==> config.mk <==
export PLATFORM = sky130hd
export DESIGN_NAME = adc_volt_meas_flat
export DESIGN_NICKNAME = d
export VERILOG_FILES = /design/src/rtl/adc_volt_meas_if.sv /design/src/rtl/adc_volt_meas.sv /design/src/flat_wrapper.sv
export SDC_FILE = /design/constraint.sdc
export NUM_CORES = 1
export LEC_CHECK = 0
export BUFFER_PORTS_ARGS = -buffer_cell sky130_fd_sc_hd__buf_4
export CORE_MARGIN = 2
export CORE_UTILIZATION = 60
export CTS_CLUSTER_SIZE = 25
export DETAILED_ROUTE_END_ITERATION = 10
export HOLD_SLACK_MARGIN = 0.03
export PLACE_DENSITY = 0.77
export SLEW_MARGIN = 20
export SYNTH_ARGS = -nofsm -noshare
export SYNTH_HDL_FRONTEND = slang
export SYNTH_SLANG_ARGS = --single-unit
==> constraint.sdc <==
create_clock -name sys_clk -period 9.68 [get_ports sys_clk]
set_clock_uncertainty 0.05 [all_clocks]
set_input_delay 0.484 -clock sys_clk [delete_from_list [all_inputs] [get_ports sys_clk]]
set_output_delay 0.484 -clock sys_clk [all_outputs]
set_load 0.01 [all_outputs]
==> src/rtl/adc_volt_meas_if.sv <==
// adc_volt_meas_if
// Groups the ADC-side and display-side signals of the voltmeter front end.
//   ad_data  : 8-bit ADC code, valid while ad_clk is high
//   ad_clk   : ADC sample clock (sys_clk/2)
//   volt     : unsigned magnitude in mV
//   sign     : 1 = negative
//   volt_vld : one-cycle pulse when volt/sign update
//   cal_done : zero-point calibration and step computation finished
// master = measurement block, slave = ADC/display side.
interface adc_volt_meas_if;
   logic [7:0]  ad_data;
   logic        ad_clk;
   logic [15:0] volt;
   logic        sign;
   logic        volt_vld;
   logic        cal_done;

   modport master (
      input  ad_data,
      output ad_clk, volt, sign, volt_vld, cal_done
   );

   modport slave (
      output ad_data,
      input  ad_clk, volt, sign, volt_vld, cal_done
   );
endinterface

==> src/rtl/adc_volt_meas.sv <==
// adc_volt_meas
// ADC front end and voltage computation for the digital voltmeter.
// Generates the ADC sample clock, self-calibrates the zero point (mid) from
// the first 2^CAL_SHIFT samples, derives per-code mV steps for both polarities
// with a sequential restoring divider, then block-averages 2^AVG_SHIFT samples
// and converts each block to a signed millivolt magnitude.
// Ports:
//   sys_clk : system clock
//   sys_rst : asynchronous active-high reset
//   bus     : adc_volt_meas_if.master (ad_data in; ad_clk, volt, sign,
//             volt_vld, cal_done out)
module adc_volt_meas #(
   parameter int unsigned CAL_SHIFT = 10,
   parameter int unsigned AVG_SHIFT = 3,
   parameter int unsigned FS_MV     = 10000
) (
   input  logic             sys_clk,
   input  logic             sys_rst,
   adc_volt_meas_if.master  bus
);

   localparam int unsigned CAL_W = 8 + CAL_SHIFT;
   localparam int unsigned AVG_W = 8 + AVG_SHIFT;
   localparam int unsigned FRAC  = 13;
   localparam logic [26:0] NUM   = 27'(FS_MV << FRAC);

   typedef enum logic [1:0] {CAL, DIV_P, DIV_N, RUN} state_t;
   state_t state, state_nx;

   logic                 ad_clk_q;
   logic [CAL_W-1:0]     cal_sum, cal_total;
   logic [CAL_SHIFT-1:0] cal_cnt;
   logic [7:0]           mid;
   logic [26:0]          step_p, step_n;
   logic                 div_busy;
   logic [7:0]           div_rem, rem_nx;
   logic [26:0]          div_quo, quo_nx;
   logic [4:0]           div_cnt;
   logic [7:0]           divisor;
   logic [8:0]           shifted;
   logic                 q_bit, div_zero, div_last, sample, cal_last;
   logic [AVG_W-1:0]     avg_sum, avg_total;
   logic [AVG_SHIFT-1:0] avg_cnt;
   logic [7:0]           avg, diff;
   logic                 avg_vld;
   logic [26:0]          step_sel;
   logic [34:0]          prod;
   logic [21:0]          scaled;
   logic [15:0]          volt_c, volt_q;
   logic                 sign_c, sign_q, volt_vld_q, cal_done_q;

   assign bus.ad_clk   = ad_clk_q;
   assign bus.volt     = volt_q;
   assign bus.sign     = sign_q;
   assign bus.volt_vld = volt_vld_q;
   assign bus.cal_done = cal_done_q;

   // registered ad_clk high means ad_data is valid at this edge
   assign sample    = ad_clk_q;
   assign cal_total = cal_sum + CAL_W'(bus.ad_data);
   assign avg_total = avg_sum + AVG_W'(bus.ad_data);

   always_comb begin
      divisor  = (state == DIV_P) ? (8'hFF - mid) : mid;
      div_zero = (divisor == 8'd0);
      div_last = div_busy && (div_cnt == 5'd26);
      cal_last = (state == CAL) && sample && (&cal_cnt);
      // restoring division step: shift in the next numerator bit, subtract if it fits
      shifted  = {div_rem, div_quo[26]};
      q_bit    = (shifted >= {1'b0, divisor});
      rem_nx   = q_bit ? 8'(shifted - {1'b0, divisor}) : shifted[7:0];
      quo_nx   = {div_quo[25:0], q_bit};
   end

   always_comb begin
      state_nx = state;
      case (state)
         CAL:   if (cal_last) state_nx = DIV_P;
         DIV_P: if ((!div_busy && div_zero) || div_last) state_nx = DIV_N;
         DIV_N: if ((!div_busy && div_zero) || div_last) state_nx = RUN;
         RUN:   state_nx = RUN;
         default: state_nx = CAL;
      endcase
   end

   always_ff @(posedge sys_clk or posedge sys_rst) begin
      if (sys_rst) state <= CAL;
      else         state <= state_nx;
   end

   always_comb begin
      if (avg >= mid) begin
         diff     = avg - mid;
         step_sel = step_p;
         sign_c   = 1'b0;
      end else begin
         diff     = mid - avg;
         step_sel = step_n;
         sign_c   = 1'b1;
      end
      prod   = {27'd0, diff} * {8'd0, step_sel};
      scaled = 22'(prod >> FRAC);
      volt_c = (scaled > 22'(FS_MV)) ? 16'(FS_MV) : scaled[15:0];
      if (volt_c == 16'd0) sign_c = 1'b0;
   end

   always_ff @(posedge sys_clk or posedge sys_rst) begin
      if (sys_rst) begin
         ad_clk_q   <= 1'b0;
         cal_sum    <= '0;
         cal_cnt    <= '0;
         mid        <= '0;
         step_p     <= '0;
         step_n     <= '0;
         div_busy   <= 1'b0;
         div_rem    <= '0;
         div_quo    <= '0;
         div_cnt    <= '0;
         avg_sum    <= '0;
         avg_cnt    <= '0;
         avg        <= '0;
         avg_vld    <= 1'b0;
         volt_q     <= '0;
         sign_q     <= 1'b0;
         volt_vld_q <= 1'b0;
         cal_done_q <= 1'b0;
      end else begin
         ad_clk_q   <= ~ad_clk_q;
         avg_vld    <= 1'b0;
         volt_vld_q <= 1'b0;
         case (state)
            CAL: if (sample) begin
               cal_cnt <= cal_cnt + 1'b1;
               if (&cal_cnt) begin
                  mid     <= cal_total[CAL_W-1:CAL_SHIFT];
                  cal_sum <= '0;
               end else begin
                  cal_sum <= cal_total;
               end
            end
            DIV_P, DIV_N: begin
               if (!div_busy) begin
                  if (div_zero) begin
                     if (state == DIV_P) step_p <= '0;
                     else begin
                        step_n     <= '0;
                        cal_done_q <= 1'b1;
                     end
                  end else begin
                     div_busy <= 1'b1;
                     div_rem  <= '0;
                     div_quo  <= NUM;
                     div_cnt  <= '0;
                  end
               end else begin
                  div_rem <= rem_nx;
                  div_quo <= quo_nx;
                  div_cnt <= div_cnt + 1'b1;
                  if (div_last) begin
                     div_busy <= 1'b0;
                     if (state == DIV_P) step_p <= quo_nx;
                     else begin
                        step_n     <= quo_nx;
                        cal_done_q <= 1'b1;
                     end
                  end
               end
            end
            RUN: begin
               if (sample) begin
                  avg_cnt <= avg_cnt + 1'b1;
                  if (&avg_cnt) begin
                     avg     <= avg_total[AVG_W-1:AVG_SHIFT];
                     avg_sum <= '0;
                     avg_vld <= 1'b1;
                  end else begin
                     avg_sum <= avg_total;
                  end
               end
               if (avg_vld) begin
                  volt_q     <= volt_c;
                  sign_q     <= sign_c;
                  volt_vld_q <= 1'b1;
               end
            end
            default: ;
         endcase
      end
   end

endmodule
==> src/flat_wrapper.sv <==
// flat-port wrapper written by rule: the top's interface ports become plain ports
module adc_volt_meas_flat 
#(
   parameter int unsigned CAL_SHIFT = 10,
   parameter int unsigned AVG_SHIFT = 3,
   parameter int unsigned FS_MV     = 10000
)
  (sys_clk, sys_rst, bus_ad_data, bus_ad_clk, bus_volt, bus_sign, bus_volt_vld, bus_cal_done);
  adc_volt_meas_if bus_i ();
  input  logic sys_clk;
  input  logic sys_rst;
  input wire logic [$bits(bus_i.ad_data)-1:0] bus_ad_data;
  output wire logic [$bits(bus_i.ad_clk)-1:0] bus_ad_clk;
  output wire logic [$bits(bus_i.volt)-1:0] bus_volt;
  output wire logic [$bits(bus_i.sign)-1:0] bus_sign;
  output wire logic [$bits(bus_i.volt_vld)-1:0] bus_volt_vld;
  output wire logic [$bits(bus_i.cal_done)-1:0] bus_cal_done;
  assign bus_i.ad_data = bus_ad_data;
  assign bus_ad_clk = bus_i.ad_clk;
  assign bus_volt = bus_i.volt;
  assign bus_sign = bus_i.sign;
  assign bus_volt_vld = bus_i.volt_vld;
  assign bus_cal_done = bus_i.cal_done;
  adc_volt_meas #(.CAL_SHIFT(CAL_SHIFT), .AVG_SHIFT(AVG_SHIFT), .FS_MV(FS_MV)) u_core (.sys_clk(sys_clk), .sys_rst(sys_rst), .bus(bus_i));
endmodule
Yosys cells after proc, flatten, opt, wreduce, memory -nomap -nowiden

Index checks and enable logic that the tools add are counted.

Bits in registers: 176
Bits in latches: 0
Bits in writable memories: 0
ROM bits: 0
Input port bits: 10
Output and inout bits: 20
Logic and storage cells: 107
Memories kept: 0

$add $sub $neg: 9
$mul: 1
Div/mod/pow operators: 0
Order comparisons: 3
Eq/ne operators: 9
Shift operators: 0
Mux-type cells: 41
Bitwise logic cells: 2
Reduce and logical (&&, ||, !) cells: 23

Operators with widths:

| cell                                                            | count |
|---|---|
| 2-to-1 mux 27 bit                                               | 13 |
| 2-to-1 mux 8 bit                                                | 5 |
| multiplier 8 x 27 -> 35 bit                                     | 1 |
| subtractor 8 bit                                                | 3 |
| greater-than comparator 22 x 14 -> 1 bit, second input constant | 1 |
| adder 18 x 8 -> 18 bit                                          | 1 |
| 2-to-1 mux 18 bit                                               | 1 |
| logical NOT 16 bit                                              | 1 |
| 2-to-1 mux 16 bit                                               | 1 |
| 2-to-1 mux 1 bit                                                | 14 |
| AND reduction 12 bit                                            | 1 |
| adder 11 x 8 -> 11 bit                                          | 1 |
| 2-to-1 mux 11 bit                                               | 1 |
| adder 10 x 1 -> 10 bit, second input constant                   | 1 |
| 2-to-1 mux 5 bit                                                | 2 |
| AND reduction 10 bit                                            | 1 |
| greater-or-equal comparator 9 x 8 -> 1 bit                      | 1 |
| AND reduction 3 bit                                             | 3 |
| greater-or-equal comparator 8 bit                               | 1 |
| logical NOT 8 bit                                               | 1 |
| one-hot mux 2 bit (4 select lines)                              | 1 |
| AND reduction 2 bit                                             | 4 |
| AND reduction 4 bit                                             | 2 |
| subtractor 8 bit, first input constant                          | 1 |
| 16 further kinds                                                | 26 |

Depth between registers and ports, before layout

Gate-level depths: netlist of run 1.

Word-level depth: 7
Gate-level depth with buffers: 35
Depth with buffers taken out: 33

Worst setup path before layout of run 1

No wires, ideal clock.

Kind: flip-flop to flip-flop
Start point: register u_core.avg[0]
End point: register u_core.volt_q[10], in the netlist u_core.bus.volt[10]
Library setup time: 0.142 ns
Data arrival time: 8.740 ns
Data required time: 9.488 ns
Slack: 0.748 ns
Stages on the path, launching flop included: 30
Path buffers: 3
Period minus slack after synthesis: 8.932 ns
Cell sequence: dfrtp_1 inv_1 ha_1 inv_1 fa_1 nand3_2 a31oi_2 nor2_1 clkbuf_1 clkbuf_1 buf_1 mux2i_1 nor2_1 fa_1 fa_1 fa_1 inv_1 fa_1 inv_1 ha_1 a21oi_1 o21ai_0 a221oi_1 mux2i_1 o21ai_0 a211o_1 or4_4 nand4b_1 a2111oi_4 a21oi_1

Word-level cells in the longest chain between the ends: 5
Elaborated cells on any way between the ends: 8
Classes of those cells: add/sub (2); mul (1); order compare (2); mux (3)

RTL lines:

| item                                                         | line                 | RTL |
|---|---|---|
| start, declared                                              | adc_volt_meas.sv:44  | `logic [7:0] avg, diff;` |
| start signal, assigned                                       | adc_volt_meas.sv:173 | `avg <= avg_total[AVG_W-1:AVG_SHIFT];` |
| subtractor 8 bit (tied with other cells)                     | adc_volt_meas.sv:97  | `diff = mid - avg;` |
| 2-to-1 mux 8 bit / 2-to-1 mux 27 bit (equally long branches) | adc_volt_meas.sv:92  | `if (avg >= mid) begin` |
| multiplier 8 x 27 -> 35 bit *                                | adc_volt_meas.sv:101 | `prod = {27'd0, diff} * {8'd0, step_sel};` |
| greater-than comparator 22 x 14 -> 1 bit                     | adc_volt_meas.sv:103 | `volt_c = (scaled > 22'(FS_MV)) ? 16'(FS_MV) : scaled[15:0];` |
| 2-to-1 mux 16 bit *                                          | adc_volt_meas.sv:103 |  |
| end signal, assigned                                         | adc_volt_meas.sv:181 | `volt_q <= volt_c;` |
| end, declared                                                | adc_volt_meas.sv:49  | `logic [15:0] volt_c, volt_q;` |

Every way passes the cells marked *; elsewhere a longest branch is shown, timed or not.
A chain may end at the register's enable or synchronous reset.

Final worst setup path of run 1

Start point: register u_core.avg[0]
End point: register u_core.volt_q[6], in the netlist u_core.bus.volt[6]

The elaborated chain is that of the path after synthesis.

==> results of run 1 <==
[registers in the layout, indices dropped and copies added (netlist names), 10 cells and up]
name	cells
u_core.step_p	27
u_core.cal_sum	18
u_core.div_quo	27
u_core.avg_sum	11
u_core.bus.volt	16
u_core.cal_cnt	10
u_core.step_n	27
[worst max-delay path: cells and delay by family, from the launching register on]
| kind | cells | cell delay (ns) |
|---|---|---|
| AOI/OAI and AO/OA | 10 | 2.17 |
| xor gates and xnor gates | 2 | 0.38 |
| adders and majority gates | 7 | 3.15 |
| buffers and inverters | 6 | 0.76 |
| DFF | 1 | 0.40 |
| muxes | 1 | 0.37 |
| and+or+nand+nor | 7 | 1.91 |
[cell families after synthesis]
family | Yosys count
and+or+nand+nor | 604
AOI/OAI and AO/OA | 369
buffers and inverters | 259
adders and majority gates | 256
DFF | 176
xor gates and xnor gates | 62
muxes | 54
[cell usage in the layout (no fill, tap or decap), drive strengths merged, types with 27 or more instances in the layout]
cell    count
a21oi      87
buf        60
dfrtp     176
fa        154
ha        102
inv       207
mux2i      37
nand2     210
nand2b     27
nor2      218
o21ai     162
or2        29
xnor2      48
[layout make-up]
class	count	area, um^2	share of cell area
Clock inverter	14	164	0.00954
Multi-Input combinational cell	1345	10600	0.614
Clock buffer	18	439	0.0256
Sequential cell	176	4410	0.256
Timing Repair Buffer	60	450	0.0262
Tap cell	335	419	0.0244
Inverter	200	756	0.0440
[layer usage]
layer	wire length, um	vias to the layer above	GRT usage
met5	0	-	0
met4	1490	0	0.120
met3	1930	117	0.0378
met2	19300	423	0.506
met1	15300	6325	0.355
li1	-	5939	-
[through the flow]
stage                     instances  utilization
after floorplan                1780            -
after global placement         2114        0.637
after detailed placement       2114        0.637
after CTS                      2146        0.660
after global routing           2148        0.661
final                          2148        0.661
[worst paths after layout]
kind	from	endpoint	slack, ns	depth (start not counted)
max	u_core.avg[0]	u_core.bus.volt[6]	0.43	33
max in group asynchronous	sys_rst	u_core.bus.volt[6]	7.86	3
max reg2reg	u_core.avg[0]	u_core.bus.volt[6]	0.43	33
min reg2reg	u_core.cal_cnt[8]	u_core.cal_cnt[8]	0.42	1
min in group sys_clk	bus_ad_data[0]	u_core.cal_sum[0]	0.38	3
min	sys_rst	u_core.div_rem[5]	0.18	2
[power by group]
part / internal [uW] / leakage, uW / switching, uW
logic: 99.4 / 0.00591 / 135
registers: 767 / 0.00233 / 29.5
clock network: 376 / 0.000295 / 344
[what timing repair did]
| action | in CTS | in global routing |
|---|---|---|
| buffers inserted | 0 | 2 |
| hold endpoints to repair | 0 | 0 |
| endpoints found under the setup margin | 0 | 10 |
| resized for setup | 0 | 5 |
==> results.py, run 1 <==
metrics = {
    "cts": {
        "worst_setup_hold_path_clk_slew_ns": 0.08,
        "cts_tree": "built",
        "holdBufCountCts": 0,
        "cts.sink_count": 176,
        "clock_latency_ns": 0.45,
        "ctsLongestPathBuffers": 2,
        "deepest_level_of_the_cts_h_tree": 4,
        "root_buffer_cell": "sky130_fd_sc_hd__clkbuf_16",
        "tritoncts_buffers": 17,
    },
    "timing": {
        "grt_setup_unrepaired": "no",
        "timing.final.crit_share": 0.956,
        "relSlewSlack": 0.355,
        "report.final.hold_viol_count": 0,
        "slew_worst_pin_ns": 0.966,
        "setup_tns_ns": 0,
        "maxSlewViolCount": 0,
        "hold_ws_ns": 0.185,
        "final.min_clock_period_ns": 9.25,
        "clock.fmax_mhz": 108,
        "layout_setup_ws_ns": 0.431,
        "report.final.setup_viol": 0,
    },
    "synthesis": {
        "yosys_register_bits": 176,
        "mux_contribution_to_synthesized_area": 0.0354,
        "netlist_instances": 1780,
        "post_synth.cell_area_avg_um2": 8.90,
        "yosys.cell_count.top_type": "sky130_fd_sc_hd__nor2_1",
        "synth_top_cells_by_area": "sky130_fd_sc_hd__dfrtp_1 (28%), sky130_fd_sc_hd__fa_1 (19%), sky130_fd_sc_hd__ha_1 (8.1%)",
        "synth_adder_area_share": 0.275,
        "yosys.area.top_type_share": 0.278,
        "synth.cell_area_um2": 15900,
        "top_flip_flop_cell_by_instance_count_after_synthesis": "sky130_fd_sc_hd__dfrtp_1",
        "async_reset_ff_frac": 1.00,
        "synth.lib_cells_used.distinct": 74,
        "ranking_of_synthesized_cells_by_instance_count": "sky130_fd_sc_hd__nor2_1 (218), sky130_fd_sc_hd__nand2_1 (210), sky130_fd_sc_hd__inv_1 (199)",
        "synth-edff-count": 0,
        "synth-seq-area-share": 0.278,
        "synth_simple_gate_area_frac": 0.172,
        "synth_fp_nets": 2046,
        "synth.largest_area_cell": "sky130_fd_sc_hd__dfrtp_1",
        "post_synth_xor_area_fraction": 0.0343,
        "synthesis.yosys.warnings": 0,
        "dominant_combinational_cell_family_by_area_after_synthesis": "adder cells",
        "synth_compound_area_frac": 0.143,
    },
    "worst_setup_path": {
        "critPathMaxStageDelay_ns": 0.56,
        "timing_worst_setup_path_type": "reg -> reg",
        "crit_path_end_kind": "flip-flop",
        "crit_path_start_kind": "flip-flop",
        "critical_path_maximum_fanout": 10,
        "critical-path-top-cell-by-count": "sky130_fd_sc_hd__fa_1",
        "crit_required_ns": 10.01,
        "timing.critical_path.arrival_ns": 9.58,
        "timing.critical_path.slowest_stage_cell": "sky130_fd_sc_hd__or4_4",
    },
    "floorplanning": {
        "io-pin-count": 30,
        "dieWidth_um": 167,
        "start_util": 0.610,
        "coreArea_um2": 26000,
        "placementRows": 59,
        "chipHeight_um": 167,
        "die_area_um2": 27700,
    },
    "power": {
        "post-layout-total-power_uw": 1750,
        "power.density_cell_area_nw_per_um2": 102,
        "static-leakage-power_uw": 0.00854,
        "vdd.ir_drop.worst_v": 0.000115,
    },
    "routing": {
        "routed_wire_length_per_instance_um": 17.7,
        "detail_route.first_pass.iterations": 7,
        "drt-initial-drc-count": 1025,
        "drc": 0,
        "route.vias.total": 12800,
        "route.final.wire_length_um": 38100,
        "ant_nets": 0,
        "vias_per_cell": 5.96,
    },
    "final_layout": {
        "drive_gt1_frac": 0.0921,
        "antenna_cells_inserted": 0,
        "finish.instance_area_um2": 17200,
        "finish.net_count": 2066,
        "area_growth_syn_to_layout_pct": 8.42,
        "filler_cell_count": 2139,
    },
    "hold_path": {
        "worst_min_delay_path_class": "in -> async",
    },
    "status": {
        "status": "completed",
    },
    "global_route": {
        "grt_pass1_vias": 13300,
        "overflow": 0,
        "grt_first_pass_wirelength_um": 64500,
        "grt_max_degree": 107,
        "antenna_found_initial": 0,
        "global_route.usage.total": 0.286,
    },
    "place": {
        "place.port_buffers": 29,
        "preCtsSetupSlack_ns": 0.202,
        "placed_area_um2": 16500,
        "place_hpwl_um": 28900,
        "place.gp.congestion": 0.921,
    },
    "run": {
        "cap_viol_max_count": 0,
    },
}
No activity file was read; power rests on OpenSTA's default activity.
==> inputs of run 2 (changes only) <==
--- a/config.mk
+++ b/config.mk
@@ -8,10 +8,12 @@
 export BUFFER_PORTS_ARGS = -buffer_cell sky130_fd_sc_hd__buf_4
 export CORE_MARGIN = 2
 export CORE_UTILIZATION = 60
+export CTS_CLUSTER_DIAMETER = 200
 export CTS_CLUSTER_SIZE = 25
 export DETAILED_ROUTE_END_ITERATION = 10
-export HOLD_SLACK_MARGIN = 0.03
+export HOLD_SLACK_MARGIN = 0.15
 export PLACE_DENSITY = 0.77
+export RECOVER_POWER = 25
 export SLEW_MARGIN = 20
 export SYNTH_ARGS = -nofsm -noshare
 export SYNTH_HDL_FRONTEND = slang
==> run 2 against run 1 <==
  * The run now ends with max-capacitance violations, max-slew violations left
  * Global-route usage stayed put
  * Largest power group unchanged
  * Flip-flop and latch count stayed put
  * Combinational power hardly changed
  * Register-to-register slack hardly changed
  * Critical path type unchanged
  * Hold slack better by 0.20 ns
  * Largest cell class unchanged
  * Power hardly changed
  * Non-clock buffer count stayed put
  * Critical endpoint unchanged
==> results.py, run 2 (synthesized netlist as in run 1, its figures left out) <==
metrics = {
    "final_layout": {
        "drive_gt1_frac": 0.0921,
        "filler_cell_count": 2140,
        "finish.net_count": 2066,
        "final_cell_mix": "sky130_fd_sc_hd__nor2_1 (217), sky130_fd_sc_hd__nand2_1 (209), sky130_fd_sc_hd__inv_1 (198)",
        "largestRegisters": "u_core.div_quo x27, u_core.step_n x27, u_core.step_p x27",
        "area_growth_syn_to_layout_pct": 8.40,
        "multiInputGateArea_um2": 10600,
        "antenna_cells_inserted": 0,
        "mostFrequentLayoutCell": "sky130_fd_sc_hd__nor2_1",
        "area.sequential_um2": 4410,
    },
    "global_route": {
        "grt_max_degree": 107,
        "overflow": 0,
        "global_route.usage.total": 0.286,
        "antenna_found_initial": 0,
        "grt_first_pass_wirelength_um": 64500,
        "grt_pass1_vias": 13300,
    },
    "worst_setup_path": {
        "timing.critical_path.slowest_stage_cell": "sky130_fd_sc_hd__or4_4",
        "crit-reg2reg-capture": "u_core.bus.volt[6]",
        "timing.reg2reg.setup_slack_ns": 0.43,
        "critPathMaxStageDelay_ns": 0.56,
        "crit_required_ns": 10.01,
        "worst-r2r-cell-count": 33,
        "timing_worst_setup_path_type": "reg -> reg",
        "critical_path_maximum_fanout": 10,
        "cp-startpoint": "u_core.avg[0]",
        "critical-path-top-cell-by-count": "sky130_fd_sc_hd__fa_1",
        "timing.critical_path.arrival_ns": 9.58,
        "worst_r2r_startpoint": "u_core.avg[0]",
        "crit_path_end_kind": "flip-flop",
        "crit_path_start_kind": "flip-flop",
    },
    "power": {
        "power_frac_comb": 0.134,
        "power_frac_clock": 0.411,
        "switching_power_share_of_the_total": 0.290,
        "power_switching_uw": 508,
        "static-leakage-power_uw": 0.00853,
        "power.density_cell_area_nw_per_um2": 102,
        "cell_internal_pwr_uw": 1240,
        "p_seq_frac": 0.455,
        "vdd.ir_drop.worst_v": 0.000115,
    },
    "routing": {
        "ant_nets": 0,
        "drt-initial-drc-count": 1025,
        "drc": 0,
        "routed_wire_length_per_instance_um": 17.7,
        "route.vias.total": 12800,
        "detail_route.first_pass.iterations": 7,
        "vias_per_cell": 5.96,
        "route.final.wire_length_um": 38100,
    },
    "timing": {
        "grt_setup_unrepaired": "no",
        "clock.fmax_mhz": 108,
        "maxSlewViolCount": 107,
        "setup_tns_ns": 0,
        "slew_worst_pin_ns": 4.56,
        "hold_ws_ns": 0.384,
        "report.final.setup_viol": 0,
        "final.min_clock_period_ns": 9.25,
        "timing.final.crit_share": 0.956,
        "relSlewSlack": -2.05,
        "report.final.hold_viol_count": 0,
    },
    "cts": {
        "cts.sink_count": 176,
        "deepest_level_of_the_cts_h_tree": 4,
        "ctsLongestPathBuffers": 2,
        "cts_tree": "built",
        "holdBufCountCts": 0,
        "tritoncts_buffers": 17,
        "worst_setup_hold_path_clk_slew_ns": 0.08,
        "root_buffer_cell": "sky130_fd_sc_hd__clkbuf_16",
        "clock_latency_ns": 0.45,
    },
    "place": {
        "place.gp.congestion": 0.921,
        "place_hpwl_um": 28900,
        "place.port_buffers": 29,
    },
    "run": {
        "cap_viol_max_count": 1,
    },
    "floorplanning": {
        "start_util": 0.610,
        "placementRows": 59,
        "die_area_um2": 27700,
        "io-pin-count": 30,
        "chipHeight_um": 167,
        "coreArea_um2": 26000,
        "dieWidth_um": 167,
    },
    "hold_path": {
        "hold_critical_path_endpoint": "u_core.cal_sum[0]",
        "hold_depth": 3,
        "worst_min_delay_path_class": "in -> reg",
        "worstHoldStart": "bus_ad_data[0]",
    },
    "status": {
        "violations": "max-capacitance violations, max-slew violations",
        "status": "finished with violations",
    },
}
run 2: changes by cell type in the layout (fill, tap and decap cells not counted):
| cell | previous run | this run |
|---|---|---|
| sky130_fd_sc_hd__clkinvlp_2 | 0 | 1 |
| sky130_fd_sc_hd__inv_6 | 5 | 4 |
| sky130_fd_sc_hd__buf_4 | 60 | 59 |
| sky130_fd_sc_hd__clkbuf_4 | 0 | 1 |
run 2: per-stage QoR:
| stage | instance area, um^2 | setup WS [ns] | power [uW] | cells | util |
|---|---|---|---|---|---|
| floorplan | 15900 | 0.748 | 979 | 1780 | - |
| global placement | 16500 | 0.350 | 1030 | 2114 | 0.637 |
| detailed placement | 16500 | 0.202 | 1040 | 2114 | 0.637 |
| CTS | 17100 | 0.180 | 1770 | 2146 | 0.660 |
| global route | 17200 | 0.0300 | 1820 | 2148 | 0.661 |
| finish | 17200 | 0.431 | 1750 | 2148 | 0.661 |
run 2: final cells by class:
| type | instances | share of cell area |
|---|---|---|
| clock buffer | 18 | 0.0256 |
| clock inverter | 14 | 0.00954 |
| timing repair buffer | 60 | 0.0262 |
| tap | 335 | 0.0244 |
| inverter | 200 | 0.0438 |
| multi-input combinational | 1345 | 0.614 |
| sequential | 176 | 0.256 |
run 2: worst max-delay path, delay by kind of cell (launching register included):
kind            cells  cell delay, ns
simple gates        7            1.91
buf+inv             6            0.75
xor+xnor            2            0.38
compound gates     10            2.17
fa+ha+maj           7            3.15
flops               1            0.40
mux                 1            0.37
run 2: power groups by stage:
stage               Clock [uW]  Sequential, uW  Combinational [uW]
floorplan                    0             798                 180
global placement             0             807                 219
CTS                        735             796                 236
global route               762             802                 261
finish                     720             797                 234
detailed placement           0             810                 234
run 2: worst max-delay path by stage:
stage | slack (ns) | cells after the start | to
3_5_place_dp | 0.20 | 31 | u_core.bus.volt[10]
4_1_cts | 0.18 | 31 | u_core.bus.volt[6]
3_3_place_gp | 0.35 | 31 | u_core.bus.volt[10]
5_1_grt | 0.03 | 33 | u_core.bus.volt[7]
2_1_floorplan | 0.75 | 29 | u_core.bus.volt[10]
6_report | 0.43 | 33 | u_core.bus.volt[6]
run 2: timing repair:
action / CTS / global route
setup buffers: 0 / 2
endpoints found under the setup margin: 0 / 10
resized for setup: 0 / 5
hold endpoints to repair: 0 / 0
run 2: layer usage:
layer	routed length [um]	global-route usage	up-vias
li1	-	-	5941
met1	15300	0.355	6328
met2	19300	0.506	420
met3	1950	0.0378	116
met4	1500	0.120	0
met5	0	0	-
